File: src/rtl/bit_pulse_shaper_pkg.sv
// Shared types and default sizing for the bit pulse shaper.
package bit_pulse_shaper_pkg;

  localparam int unsigned DefWidthBits = 4;
  localparam int unsigned DefCntWidth  = 16;

  typedef enum logic [1:0] {
    StIdle    = 2'd0,
    StStretch = 2'd1,
    StDead    = 2'd2
  } state_e;

endpackage

File: src/rtl/sat_counter.sv
// Saturating up-counter with a synchronous clear that wins over increment.
module sat_counter #(
  parameter int unsigned width = 16
) (
  input  logic             clock,
  input  logic             reset_n,
  input  logic             clear,
  input  logic             inc,
  output logic [width-1:0] count
);

  logic [width-1:0] count_d, count_q;

  always_comb begin
    count_d = count_q;
    if (clear) begin
      count_d = '0;
    end else if (inc && (count_q != '1)) begin
      count_d = count_q + width'(1);
    end
  end

  always_ff @(posedge clock or negedge reset_n) begin
    if (!reset_n) begin
      count_q <= '0;
    end else begin
      count_q <= count_d;
    end
  end

  assign count = count_q;

endmodule

File: src/rtl/bit_pulse_shaper.sv
// Turns rising edges of din into fixed-length, non-retriggerable pulses followed by an
// optional dead-time, counting accepted and rejected triggers.
module bit_pulse_shaper
  import bit_pulse_shaper_pkg::*;
#(
  parameter int unsigned WIDTH_BITS = DefWidthBits,
  parameter int unsigned CNT_WIDTH  = DefCntWidth
) (
  input  logic                  clock,
  input  logic                  reset_n,
  input  logic                  din,
  input  logic                  enable,
  input  logic [WIDTH_BITS-1:0] width,
  input  logic [WIDTH_BITS-1:0] dead,
  input  logic                  cnt_clear,
  output logic                  q,
  output logic                  lead,
  output logic                  busy,
  output logic [CNT_WIDTH-1:0]  hit_cnt,
  output logic [CNT_WIDTH-1:0]  lost_cnt
);

  state_e                state_d, state_q;
  logic [WIDTH_BITS-1:0] timer_d, timer_q;
  logic [WIDTH_BITS-1:0] dead_d, dead_q;
  logic                  din_ff_q;
  logic                  q_d, q_q;
  logic                  lead_d, lead_q;
  logic                  busy_d, busy_q;
  logic                  trigger, fire, accept, reject;

  assign trigger = din & ~din_ff_q;
  assign fire    = trigger & enable;

  always_comb begin
    state_d = state_q;
    timer_d = timer_q;
    dead_d  = dead_q;
    q_d     = q_q;
    lead_d  = 1'b0;
    busy_d  = busy_q;
    accept  = 1'b0;
    reject  = 1'b0;
    unique case (state_q)
      StIdle: begin
        if (fire) begin
          accept  = 1'b1;
          state_d = StStretch;
          // Zero width behaves as one clock, so the timer starts at 0 either way.
          timer_d = (width == '0) ? '0 : width - WIDTH_BITS'(1);
          dead_d  = dead;
          q_d     = 1'b1;
          lead_d  = 1'b1;
          busy_d  = 1'b1;
        end
      end
      StStretch: begin
        reject = fire;
        if (timer_q == '0) begin
          q_d = 1'b0;
          if (dead_q != '0) begin
            state_d = StDead;
            timer_d = dead_q - WIDTH_BITS'(1);
          end else begin
            state_d = StIdle;
            busy_d  = 1'b0;
          end
        end else begin
          timer_d = timer_q - WIDTH_BITS'(1);
        end
      end
      StDead: begin
        reject = fire;
        if (timer_q == '0) begin
          state_d = StIdle;
          busy_d  = 1'b0;
        end else begin
          timer_d = timer_q - WIDTH_BITS'(1);
        end
      end
      default: begin
        state_d = StIdle;
        timer_d = '0;
        q_d     = 1'b0;
        busy_d  = 1'b0;
      end
    endcase
  end

  always_ff @(posedge clock or negedge reset_n) begin
    if (!reset_n) begin
      state_q  <= StIdle;
      timer_q  <= '0;
      dead_q   <= '0;
      din_ff_q <= 1'b0;
      q_q      <= 1'b0;
      lead_q   <= 1'b0;
      busy_q   <= 1'b0;
    end else begin
      state_q  <= state_d;
      timer_q  <= timer_d;
      dead_q   <= dead_d;
      din_ff_q <= din;
      q_q      <= q_d;
      lead_q   <= lead_d;
      busy_q   <= busy_d;
    end
  end

  sat_counter #(
    .width(CNT_WIDTH)
  ) u_hit_cnt (
    .clock  (clock),
    .reset_n(reset_n),
    .clear  (cnt_clear),
    .inc    (accept),
    .count  (hit_cnt)
  );

  sat_counter #(
    .width(CNT_WIDTH)
  ) u_lost_cnt (
    .clock  (clock),
    .reset_n(reset_n),
    .clear  (cnt_clear),
    .inc    (reject),
    .count  (lost_cnt)
  );

  assign q    = q_q;
  assign lead = lead_q;
  assign busy = busy_q;

endmodule
File: config.mk
export PLATFORM = sky130hd
export DESIGN_NAME = bit_pulse_shaper
export DESIGN_NICKNAME = d
export VERILOG_FILES = /design/src/rtl/bit_pulse_shaper_pkg.sv /design/src/rtl/sat_counter.sv /design/src/rtl/bit_pulse_shaper.sv
export SDC_FILE = /design/constraint.sdc
export NUM_CORES = 1
export LEC_CHECK = 0
export ABC_CLOCK_PERIOD_IN_PS = 2000
export CAP_MARGIN = 20
export CORE_MARGIN = 2
export CORE_UTILIZATION = 45
export CTS_BUF_LIST = sky130_fd_sc_hd__clkbuf_4
export DETAILED_ROUTE_END_ITERATION = 10
export HOLD_SLACK_MARGIN = 0.05
export PLACE_DENSITY_LB_ADDON = 0.2
export SLEW_MARGIN = 20
export SYNTH_ARGS = -nofsm -noshare
export SYNTH_HDL_FRONTEND = slang
export SYNTH_HIERARCHICAL = 1
export SYNTH_SLANG_ARGS = --single-unit
File: constraint.sdc
create_clock -name clock -period 2 [get_ports clock]
set_input_delay 0.4 -clock clock [delete_from_list [all_inputs] [get_ports clock]]
set_output_delay 0.4 -clock clock [all_outputs]
set_load 0.01 [all_outputs]
; Word level (Yosys, flattened, before mapping)
; Index checks and enable logic that the tools add are counted.
[totals]
elab_cells = 66
ff_bits = 46
inputBits = 13
[classes]
reduce_logical = 14
n_eq_ne = 10
mux = 24
n_addsub = 5
bitwise_logic = 4
[ops]
columns = op, n
row1 = $mux W16, 4
row2 = $add A16 B1 Y16 const B, 2
row3 = $ne A16 B16 Y1 const B, 2
row4 = $mux W4, 5
row5 = $pmux W4 S3, 1
row6 = $sub A4 B1 Y4 const B, 3
row7 = $ne A2 B2 Y1 const B, 5
row8 = $reduce_and A3 Y1, 3
row9 = $logic_not A4 Y1, 2
row10 = $mux W2, 4
row11 = $mux W1, 7
row12 = $pmux W1 S3, 2
row13 = $pmux W2 S3, 1
row14 = $reduce_and A4 Y1, 1
row15 = $reduce_bool A2 Y1, 2
row16 = $reduce_bool A4 Y1, 1
row17 = $ne A3 B3 Y1 const B, 1
row18 = $and A1 B1 Y1, 2
row19 = $eq A2 B1 Y1 const B, 1
row20 = $eq A2 B2 Y1 const B, 1
row21 = $logic_and A1 B1 Y1, 2
row22 = $logic_not A2 Y1, 1
row23 = $not A1 Y1, 2
row24 = $reduce_and A2 Y1, 1
row25 = $reduce_or A2 Y1, 1

; Depth between registers and ports, before layout
[logic_depth]
depth_word = 8
ltp_mapped = 10

; Cells and area by module
; Netlist, hierarchy kept.
[modules_own_cells]
columns = mod, n_inst, cells_each, seq_area_each_um2, area_per_inst_um2
row1 = sat_counter, 2, 98, 400.4, 942.2
row2 = bit_pulse_shaper, 1, 103, 350.3, 1023.5

; Worst setup path before layout
; Ideal clock, no wire load.
[synth_path]
kind = reg-to-reg
start = register state_q[0]
end = register u_hit_cnt.count_q[3] (netlist: u_hit_cnt/count[3])
required_ps = 1922
setup_slack_ps = -140
path_stages_with_launch = 10
arrival_time_ps = 2062
setup_ps = 78
path_cell_list = dfrtp_1 -> inv_1 -> ha_1 -> buf_2 -> nand2_1 -> inv_1 -> inv_1 -> clkbuf_1 -> or4_2 -> a21oi_1
[synth_via]
elab_chain_cells = 4
[synth_lines]
columns = item, line_no
row1 = start: declaration, bit_pulse_shaper.sv:23  ; state_e state_d, state_q;
row2 = start signal: assignment, bit_pulse_shaper.sv:92  ; state_q <= StIdle;
row3 = start signal: assignment, bit_pulse_shaper.sv:100  ; state_q <= state_d;
row4 = $logic_not A2 Y1, bit_pulse_shaper.sv:44  ; unique case (state_q)
row5 = $mux W1, bit_pulse_shaper.sv:44
row6 = named net accept, bit_pulse_shaper.sv:30  ; logic trigger, fire, accept, reject;
row7 = $logic_and A1 B1 Y1, sat_counter.sv:18  ; end else if (inc && (count_q != '1)) begin
row8 = $reduce_bool A2 Y1 (no line), n/a
row9 = end signal: assignment, sat_counter.sv:27  ; count_q <= count_d;
row10 = end: declaration, sat_counter.sv:12  ; logic [width-1:0] count_d, count_q;
; The timed path passes the listed nets, and every way through them passes these cells.
; A chain may end at the register's enable or synchronous reset.

; Worst setup path in the final report
[layout_path]
start = input port din
end = register u_hit_cnt.count_q[14] (netlist: u_hit_cnt/count[14])
[layout_via]
elab_chain_cells = 6
[layout_lines]
columns = item, line_no
row1 = start: declaration, bit_pulse_shaper.sv:11  ; input logic din,
row2 = $and A1 B1 Y1, bit_pulse_shaper.sv:32  ; assign trigger = din & ~din_ff_q;
row3 = $and A1 B1 Y1, bit_pulse_shaper.sv:33  ; assign fire = trigger & enable;
row4 = $mux W1, bit_pulse_shaper.sv:46  ; if (fire) begin
row5 = $mux W1, bit_pulse_shaper.sv:44
row6 = named net accept, bit_pulse_shaper.sv:30
row7 = $logic_and A1 B1 Y1, sat_counter.sv:18
row8 = $reduce_bool A2 Y1 (no line), n/a
; The timed path passes the listed nets, and every way through them passes these cells.

==> results.md <==
* Die Span X at about 84 um
* Most frequent cell after synthesis: dfrtp_1
* Required @ worst endpoint at around 2300 ps
* Clock transition at the registers of the reported paths at about 140 ps
* CP Capture Type: register
* Cell count after synthesis at ~300
* Detailed Routing Iterations Pass 1 at 4
* CTS tree: done
* RSZ-0062 raised after global routing: true
* Routed WL at ~7 mm
* Post-Syn Area per Cell at 9.73 sq um
* Remaining antenna violation count at 0
* Core ar. at around 6300 sq um
* Post-synthesis sequential area ratio at 39.6%
* Clock Root Buffer: clkbuf_4
* Max-Slew Margin vs Limit at a little over half
* Failing checks: setup timing
* Setup ws final at -23.1 ps
* Maximum VDD drop at 0.472 mV
* Flops & latches, synth at 46
* Leak at around 0.0016 uW
* Arr. time, crit path at approximately 2300 ps
* Fin crit share at 101%
* Syn_nets at around 320
* Mapped Area at roughly 2900 sq um
* Slew Limit Fails at 0
* Synth Warn # at 6
* Number of enable flip-flop cells after synthesis at 0
* Critical path peak fanout at 8
* Outcome: complete, but fails checks
* HPWL Detailed at slightly above 5 mm
* Largest net degree at the start of global routing at between 40 and 50
* Area share of the largest cell type after synthesis at around two fifths
* Vias in the first global route at roughly 2,500
* # clock sinks at between 40 and 50
* RD Place Congestion at 0.869
* Most common flop cell mapped by yosys: dfrtp_1
* Final hold violation count at 0
* Nets at 401
* Flop2flop setup slack at roughly 60 ps
* Drt drc at 0
* Hold Path Class: in2async
* Power per cell area at just under 800 nW/um^2
* DIE HEIGHT at around 84 um
* First-pass GRT wire length at around 12 mm
* Hold_buf cts at 0
* PortBufs at 47
* Avg WL per Cell at 15.5 um
* Cell Rows at 29
* Clk Latency, worst-skew pair at between 300 and 400 ps
* Clock skew at 11.8 ps
* Async set-reset flop share out of synthesis at 100%
* Setup Viol. Count Final at 1
* Area Overhead vs Synth at 30.3%
* Max-Cap Viols at 0
* Setup TNS Final at -23.1 ps
* Number of top-level pins at between 40 and 50
* Startpoint types: input port
* Clock Path Buffers at 2
* Crit path time final at about 2000 ps
* Grt ovf at 0
* Overall Global Routing Usage at around a fifth
* Initial DRC count at around 120
* Tightest Pin Transition at 694 ps
* CTS H-tree lvls at 2
* WS Path Type: in2reg
* Maximum clock frequency at about 490 MHz
* Largest cells by area after synthesis: dfrtp_1 (40%), ha_1 (5.2%), a21oi_1 (4.3%), o31ai_1 (3.9%), mux2_1 (3.1%)
* Via count at between 2,000 and 3,000
* Total CTS buffers at 5
* Worst hold slack at about 56 ps
* Initial core utilization at 46.1%
* Post-synth top cells: dfrtp_1 (46), a21oi_1 (25), inv_1 (17), nand2_1 (16), o31ai_1 (15)
* Synth area leader: dfrtp_1
* Detail-routed via count per cell at ~6
* Diode count at 0
* Distinct cells, synth at between 50 and 60
* Die area at between 7000 and 8000 sq um
* Initial antenna violation count at 0
* Layout cell share with drive strength beyond 1 at between 20 and 25%
[critical path, cell delays in order]
cell	delay (ps)
clkdlybuf4s50_1	500
nand2_1	70
nor2_2	140
nand2_2	100
inv_4	90
clkinvlp_4	120
buf_4	180
or4_1	520
a21oi_1	180
[sequential cells by signal, summed over array words and instances, names as in the netlist]
signal	count
busy	1
dead_q	4
u_hit_cnt/count	16
state_q	2
timer_q	4
lead	1
u_lost_cnt/count	16
din_ff_q	1
q	1
[metrics by stage]
step	utilization (%)	std cells	cell area, sq um	worst slack, ps	total power, uW
floorplan	-	299	2910	1.82	2100
global placement	57.9	442	3650	-356	2470
detailed placement	57.9	442	3650	-391	2500
CTS	58.7	450	3710	11.5	2960
global route	60.0	454	3790	-51.2	3240
finish	60.0	454	3790	-23.1	2990
[logic make-up (layout without fill, tap and decap cells)]
logic type	count (synthesis)	count (layout)	synth area share, %
and+or+nand+nor	122	122	26.9
AOI/OAI and AO/OA	74	74	17.8
DFF	46	46	39.6
buffers and inverters	29	107	4.35
muxes	14	14	5.55
adders and majority gates	12	12	5.16
xor gates and xnor gates	2	2	0.603
[per-layer routing]
layer / wire length (um) / GRT usage, %
met1: 3380 / 30.3
met5: 0 / 0
met3: 226 / 3.24
met2: 3330 / 31.2
met4: 102 / 6.49
[area by class of cell]
type                    instances  area (sq um)
fillers                       580          2520
multi-input cells             224          1680
flip-flops and latches         46          1150
repair buffers                 81           733
well taps                      77          96.3
inverters                      17          70.1
clock buffers                   6          45.0
clock inverters                 2          8.76
repair inverters                1          5.00
[repair_timing]
action,in CTS,in global routing
setup endpoints to repair,0,16
setup buffers,0,3
hold endpoints to repair,0,0
resized for setup,0,12
[final timing paths]
kind	start	cells past startpoint	end
worst min-delay path	reset_n	1	u_lost_cnt/count[10]
min in group clock	busy	1	busy
worst min register to register	busy	1	busy
worst max-delay path	din	9	u_hit_cnt/count[14]
max in group asynchronous	reset_n	2	timer_q[0]
worst max register to register	state_q[1]	8	u_hit_cnt/count[14]
[where the power goes]
group	total [uW]	switching [uW]	internal (uW)
Combinational	1330	656	670
Clock	445	299	146
Sequential	1210	155	1060
[layout by cell type (no fill, tap or decap), types with 5 or more instances in the layout]
cell             instances
inv_1                   15
o21ai_1                  6
nand3_1                  9
mux2_2                   5
dfrtp_1                 45
nand2_1                 15
nor2_1                  13
mux2_1                   8
buf_4                   33
clkdlybuf4s50_1         46
ha_1                    10
nor3_1                   5
nand4_1                 12
o31ai_1                 15
nor2b_1                 10
clkbuf_4                 6
or4_1                   11
o21ai_0                  5
a21oi_1                 24
Note: power is estimated with default switching activity, not from simulation.
